### src/rtl/pipe_stage_chain_pkg.sv
// Shared types and helpers for the elastic pipeline-register chain.
package pipe_stage_chain_pkg;

  localparam int DEFAULT_CNT_W = 16;

  typedef enum logic [1:0] {
    STG_ADVANCE = 2'd0,
    STG_HOLD    = 2'd1,
    STG_BUBBLE  = 2'd2,
    STG_FLUSH   = 2'd3
  } stage_ctl_e;

  function automatic int occ_width(input int stages);
    return $clog2(stages + 1);
  endfunction

  function automatic int popcount(input logic [63:0] bits);
    int n;
    n = 0;
    for (int i = 0; i < 64; i++) n += int'(bits[i]);
    return n;
  endfunction

endpackage

### src/rtl/pipe_stage_chain_if.sv
// Valid/ready stream bundle used on both faces of the pipeline chain.
interface pipe_stage_chain_if #(
  parameter int DATA_W = 32
);
  logic              valid;
  logic [DATA_W-1:0] data;
  logic              ready;

  modport master (output valid, output data, input ready);
  modport slave  (input valid, input data, output ready);
endinterface

### src/rtl/pipe_stage_chain_stage.sv
// One pipeline register: a valid bit plus DATA_W payload, steered by a per-stage control code.
module pipe_stage_chain_stage
  import pipe_stage_chain_pkg::*;
#(
  parameter int DATA_W = 32
) (
  input  logic              clk,
  input  logic              reset,
  input  stage_ctl_e        ctl,
  input  logic              src_valid,
  input  logic [DATA_W-1:0] src_data,
  output logic              valid,
  output logic [DATA_W-1:0] data
);

  // Payload only moves with a valid word so bubbles leave the old data untouched.
  always_ff @(posedge clk) begin
    if (!reset) begin
      valid <= 1'b0;
      data  <= '0;
    end else begin
      unique case (ctl)
        STG_FLUSH:   valid <= 1'b0;
        STG_BUBBLE:  valid <= 1'b0;
        STG_ADVANCE: begin
          valid <= src_valid;
          if (src_valid) data <= src_data;
        end
        STG_HOLD:    begin end
      endcase
    end
  end

endmodule

### src/rtl/pipe_stage_chain.sv
// Elastic pipeline-register chain with backpressure, hazard hold with bubble
// insertion, per-stage flush and saturating stall/flush counters.
module pipe_stage_chain
  import pipe_stage_chain_pkg::*;
#(
  parameter int DATA_W     = 32,
  parameter int STAGES     = 4,
  parameter int HOLD_STAGE = 1,
  parameter int CNT_W      = DEFAULT_CNT_W
) (
  input  logic                          clk,
  input  logic                          reset,
  pipe_stage_chain_if.slave             up,
  pipe_stage_chain_if.master            dn,
  input  logic                          hold,
  input  logic [STAGES-1:0]             flush,
  output logic [STAGES-1:0]             stage_valid,
  output logic [occ_width(STAGES)-1:0]  occupancy,
  output logic [CNT_W-1:0]              stall_cnt,
  output logic [CNT_W-1:0]              flush_cnt
);

  localparam int OCC_W = occ_width(STAGES);
  localparam int SUM_W = CNT_W + OCC_W;
  localparam logic [CNT_W-1:0] CNT_MAX = '1;

  if (STAGES < 2) begin : g_bad_stages
    $error("pipe_stage_chain: STAGES must be at least 2");
  end
  if (HOLD_STAGE < 0 || HOLD_STAGE >= STAGES - 1) begin : g_bad_hold
    $error("pipe_stage_chain: HOLD_STAGE must lie in 0..STAGES-2");
  end

  logic [STAGES-1:0] stage_v;
  logic [DATA_W-1:0] stage_d   [STAGES];
  logic [STAGES-1:0] src_valid;
  logic [DATA_W-1:0] src_data  [STAGES];
  logic [STAGES-1:0] rdy;
  stage_ctl_e        ctl       [STAGES];
  logic [OCC_W-1:0]  flush_hits;
  logic [SUM_W-1:0]  flush_sum;

  // A stage is ready when it or any stage downstream of it has a free slot.
  always_comb begin
    logic acc;
    acc = dn.ready;
    rdy = '0;
    for (int i = STAGES - 1; i >= 0; i--) begin
      acc    = acc | !stage_v[i];
      rdy[i] = acc;
    end
  end

  // A flushed stage presents a bubble to its successor.
  always_comb begin
    src_valid    = '0;
    src_valid[0] = up.valid;
    src_data[0]  = up.data;
    for (int i = 1; i < STAGES; i++) begin
      src_valid[i] = stage_v[i-1] & !flush[i-1];
      src_data[i]  = stage_d[i-1];
    end
  end

  always_comb begin
    for (int i = 0; i < STAGES; i++) begin
      ctl[i] = STG_HOLD;
      if (flush[i])
        ctl[i] = STG_FLUSH;
      else if (hold && i <= HOLD_STAGE)
        ctl[i] = STG_HOLD;
      else if (hold && i == HOLD_STAGE + 1)
        ctl[i] = rdy[i] ? STG_BUBBLE : STG_HOLD;
      else
        ctl[i] = rdy[i] ? STG_ADVANCE : STG_HOLD;
    end
  end

  for (genvar g = 0; g < STAGES; g++) begin : g_stage
    pipe_stage_chain_stage #(
      .DATA_W (DATA_W)
    ) u_stage (
      .clk       (clk),
      .reset     (reset),
      .ctl       (ctl[g]),
      .src_valid (src_valid[g]),
      .src_data  (src_data[g]),
      .valid     (stage_v[g]),
      .data      (stage_d[g])
    );
  end

  assign up.ready    = rdy[0] & !hold & reset;
  assign dn.valid    = stage_v[STAGES-1];
  assign dn.data     = stage_d[STAGES-1];
  assign stage_valid = stage_v;
  assign occupancy   = OCC_W'(popcount(64'(stage_v)));
  assign flush_hits  = OCC_W'(popcount(64'(flush & stage_v)));
  assign flush_sum   = SUM_W'(flush_cnt) + SUM_W'(flush_hits);

  // Both counters stick at all-ones instead of wrapping.
  always_ff @(posedge clk) begin
    if (!reset) begin
      stall_cnt <= '0;
      flush_cnt <= '0;
    end else begin
      if (hold && stall_cnt != CNT_MAX) stall_cnt <= stall_cnt + CNT_W'(1);
      flush_cnt <= (flush_sum > SUM_W'(CNT_MAX)) ? CNT_MAX : flush_sum[CNT_W-1:0];
    end
  end

endmodule

### src/flat_wrapper.sv
// flat-port wrapper written by rule: the top's interface ports become plain ports
module pipe_stage_chain_flat import pipe_stage_chain_pkg::*;
#(
  parameter int DATA_W     = 32,
  parameter int STAGES     = 4,
  parameter int HOLD_STAGE = 1,
  parameter int CNT_W      = DEFAULT_CNT_W
)
  (clk, reset, hold, flush, stage_valid, occupancy, stall_cnt, flush_cnt, up_valid, up_data, up_ready, dn_valid, dn_data, dn_ready);
  pipe_stage_chain_if #(.DATA_W(DATA_W)) up_i ();
  pipe_stage_chain_if #(.DATA_W(DATA_W)) dn_i ();
  input  logic clk;
  input  logic reset;
  input  logic hold;
  input  logic [STAGES-1:0] flush;
  output logic [STAGES-1:0] stage_valid;
  output logic [occ_width(STAGES)-1:0] occupancy;
  output logic [CNT_W-1:0] stall_cnt;
  output logic [CNT_W-1:0] flush_cnt;
  input wire logic [$bits(up_i.valid)-1:0] up_valid;
  input wire logic [$bits(up_i.data)-1:0] up_data;
  output wire logic [$bits(up_i.ready)-1:0] up_ready;
  output wire logic [$bits(dn_i.valid)-1:0] dn_valid;
  output wire logic [$bits(dn_i.data)-1:0] dn_data;
  input wire logic [$bits(dn_i.ready)-1:0] dn_ready;
  assign up_i.valid = up_valid;
  assign up_i.data = up_data;
  assign up_ready = up_i.ready;
  assign dn_valid = dn_i.valid;
  assign dn_data = dn_i.data;
  assign dn_i.ready = dn_ready;
  pipe_stage_chain #(.DATA_W(DATA_W), .STAGES(STAGES), .HOLD_STAGE(HOLD_STAGE), .CNT_W(CNT_W)) u_core (.clk(clk), .reset(reset), .up(up_i), .dn(dn_i), .hold(hold), .flush(flush), .stage_valid(stage_valid), .occupancy(occupancy), .stall_cnt(stall_cnt), .flush_cnt(flush_cnt));
endmodule
### config.mk
export PLATFORM = sky130hd
export DESIGN_NAME = pipe_stage_chain_flat
export DESIGN_NICKNAME = d
export VERILOG_FILES = /design/src/rtl/pipe_stage_chain_pkg.sv /design/src/rtl/pipe_stage_chain_if.sv /design/src/rtl/pipe_stage_chain_stage.sv /design/src/rtl/pipe_stage_chain.sv /design/src/flat_wrapper.sv
export SDC_FILE = /design/constraint.sdc
export NUM_CORES = 1
export LEC_CHECK = 0
export ABC_AREA = 0
export CAP_MARGIN = 20
export CORE_ASPECT_RATIO = 1.1
export CORE_UTILIZATION = 47
export DETAILED_ROUTE_END_ITERATION = 8
export HOLD_SLACK_MARGIN = 0.12
export PLACE_DENSITY = 0.75
export SYNTH_ARGS = -nofsm -noshare
export SYNTH_HDL_FRONTEND = slang
export SYNTH_SLANG_ARGS = --single-unit
### constraint.sdc
create_clock -name clk -period 3.15 [get_ports clk]
set_input_delay 0.7875 -clock clk [delete_from_list [all_inputs] [get_ports clk]]
set_output_delay 0.7875 -clock clk [all_outputs]
set_load 0.01 [all_outputs]
==> metrics.txt <==
DRC errors left 0; Netlist cell types between 40 and 50; critical path class in -> reg; Max Freq 0.3271 GHz; worst slew pin tran between 0.9 and 1 ns; TritonCTS Buffers 17; Die Span Y 125.5 µm; routability cong. 0.8767; clock slew at reported path FFs 0.06 ns; Avg Cell Area, Syn 8.193 µm²; postcts setup bufs 0; dominant cells by area after synthesis dfxtp_1 50%, nand2_1 12%, a21oi_1 6.4%; predominant post-synthesis flop cell dfxtp_1; post-route ant nets 0; later-pin clock latency in the skew report about 0.42 ns; antenna violations before repair 0; outcome finished, final reports clean; Crit-path slowest cell fa_2; leak pwr around 0.0029 µW; first-pass GRT wire length 24.50 mm; Rows 44; core area 13380 µm²; vias 5663; final std cells w/o fill 1088; CTS sink cnt 164; most frequent cells in the layout 206 x nand2_1, 162 x dfxtp_1, 108 x clkdlybuf4s50_1; CP arrival 3.31 ns; reg2reg setup slack around 0.36 ns; Synth Cell Area 6514 µm²; Synth area leader dfxtp_1; drt wl/cell 13.54 µm; Synthesis Warnings 0; Starting DRT DRC Count 326; Setup-failing EPs final 0; die outline area 14330 µm²; worst-case clock skew 0.005580 ns; Die Wd 114.2 µm; CP required 3.40 ns; post-DP HPWL 9.595 mm; crit-path max FO 3; IO Port Bufs 113; number of diodes 0; Peak VDD IR around 0.00038 V; placed instance area 7891 µm²; commonest non-fill, non-tap cell in the layout nand2_1; Via density about 5.2; GRT Total Usage a little over a fifth; io pins about 110; Remaining Overflow, GRT 0; EDFF count, synth 0; total wire length 14.73 mm; FF+latch count, synth 164; critical path cell sequence clkdlybuf4s50_1 -> and2_1 -> fa_2 -> ha_4 -> inv_1 -> fa_2 -> nor2b_4 -> o2111ai_2 -> nor4bb_2 -> a211oi_1; P&R area growth vs syn 30.46%; post-route cell area 8498 µm²; initial cell density of the core 48.69%; Max Cap Viol 0; Critical Path Sink Type register; Synth Instances 795; CP startpoint kind input pin; Setup TNS Final 0 ns; CTS tree built; largest net degree at the start of global routing just over 90; Pwr per Cell Area roughly 490 nW/µm²; Final Hold Vio Count 0; placed insts 1057; worst rel slew slack 35.77%; RSZ-0062 raised after global routing false; fin crit share between 90% and 100%; Setup WS pre-CTS -0.5794 ns; crit-path max cell delay around 0.6 ns; vias in the first global route approximately 5000; Max Slew Vio Count 0; root buf cell clkbuf_16; fin crit period 3.057 ns; Pre-Repair DR Iteration Count 4; final net count approximately 940; CP most frequent cell fa_2; top-area cell type share of the netlist area 50.40%; ratio of cells with drive above 1 in the final layout 8.739%; fill count approximately 1200; htree depth 4; register area share after synthesis 50.40%; Hold WC Path Type reg -> reg; setup ws final 0.09262 ns; hold buffer count at CTS 0; Net Count, Synth 847; asr flop ratio synth 0%; Power Total 4190 µW; CTS Buffer Depth 2
==> state kept, by name, indices dropped and copies added (netlist names) <==
| register | count |
|---|---|
| u_core.flush_cnt | 16 |
| u_core.g_stage.u_stage.data | 128 |
| u_core.g_stage.u_stage.valid | 4 |
| u_core.stall_cnt | 16 |
==> layer usage <==
metal / global-route usage (%) / wire, µm / vias up
li1: - / - / 2930
met1: 29.34 / 7256 / 2610
met2: 32.55 / 6766 / 103
met3: 4.363 / 500 / 20
met4: 8.251 / 210 / 0
met5: 0 / 0 / -
==> final timing paths <==
path | start | to | cells past startpoint
hold reg to reg | u_core.g_stage[1].u_stage.data[22] | u_core.g_stage[2].u_stage.data[22] | 2
setup / recovery | flush[3] | u_core.flush_cnt[10] | 10
setup reg to reg | u_core.g_stage[1].u_stage.valid | u_core.flush_cnt[10] | 10
hold / removal | u_core.g_stage[1].u_stage.data[22] | u_core.g_stage[2].u_stage.data[22] | 2
==> where the power goes <==
group	leakage, µW	switching, µW	internal [µW]
Combinational	0.00129	87.0	76.0
Sequential	0.00132	13.5	2090
Clock	0.000255	817	1110
Total	0.00287	918	3270
==> cell type report <==
class                      count  area, µm²  area share, %
sequential                   164       3288          38.69
clock inverter                11      103.9          1.222
timing repair buffer         142       1374          16.17
inverter                       6      22.52         0.2650
tap                          184      230.2          2.709
clock buffer                  20      446.7          5.256
multi-input combinational    561       3033          35.69
==> repair_timing <==
| action | in CTS | in global routing |
|---|---|---|
| endpoints found under the hold margin | 0 | 0 |
| pin swaps | 8 | 1 |
| setup endpoints to repair | 16 | 4 |
| resized for setup | 11 | 5 |
==> critical path, delay by kind of cell <==
kind,cells,cell delay (ns)
compound gates,2,0.28
simple gates,3,0.65
buf+inv,2,0.47
fa+ha+maj,3,1.11
==> Yosys cell counts (5+ instances only) <==
cell        n
inv_1       6
nor2_1     12
nand2_1   206
mux2i_1     6
buf_4       8
nand2b_1    7
dfxtp_1   164
a21oi_1    83
o31ai_1     5
a31oi_1     5
clkbuf_1   38
o21ai_0    67
buf_2      12
ha_1        8
and3_1     11
or4_1       6
nand3_1    77
nand4_1     7
==> metrics by stage <==
step                util [%]  hold WS (ns)
CTS                    63.41        0.4513
detailed placement     58.99        0.4417
global route           63.52        0.4720
finish                 63.52        0.4504
floorplan                  -        0.4286
global placement       58.99        0.4386
==> logic make-up after synthesis <==
logic type	synth area share, %
simple gates	24.18
compound gates	15.98
flops	50.40
buf+inv	5.110
fa+ha+maj	2.459
xor+xnor	0.9412
mux	0.9220
No activity file was read; power rests on OpenSTA's default activity.
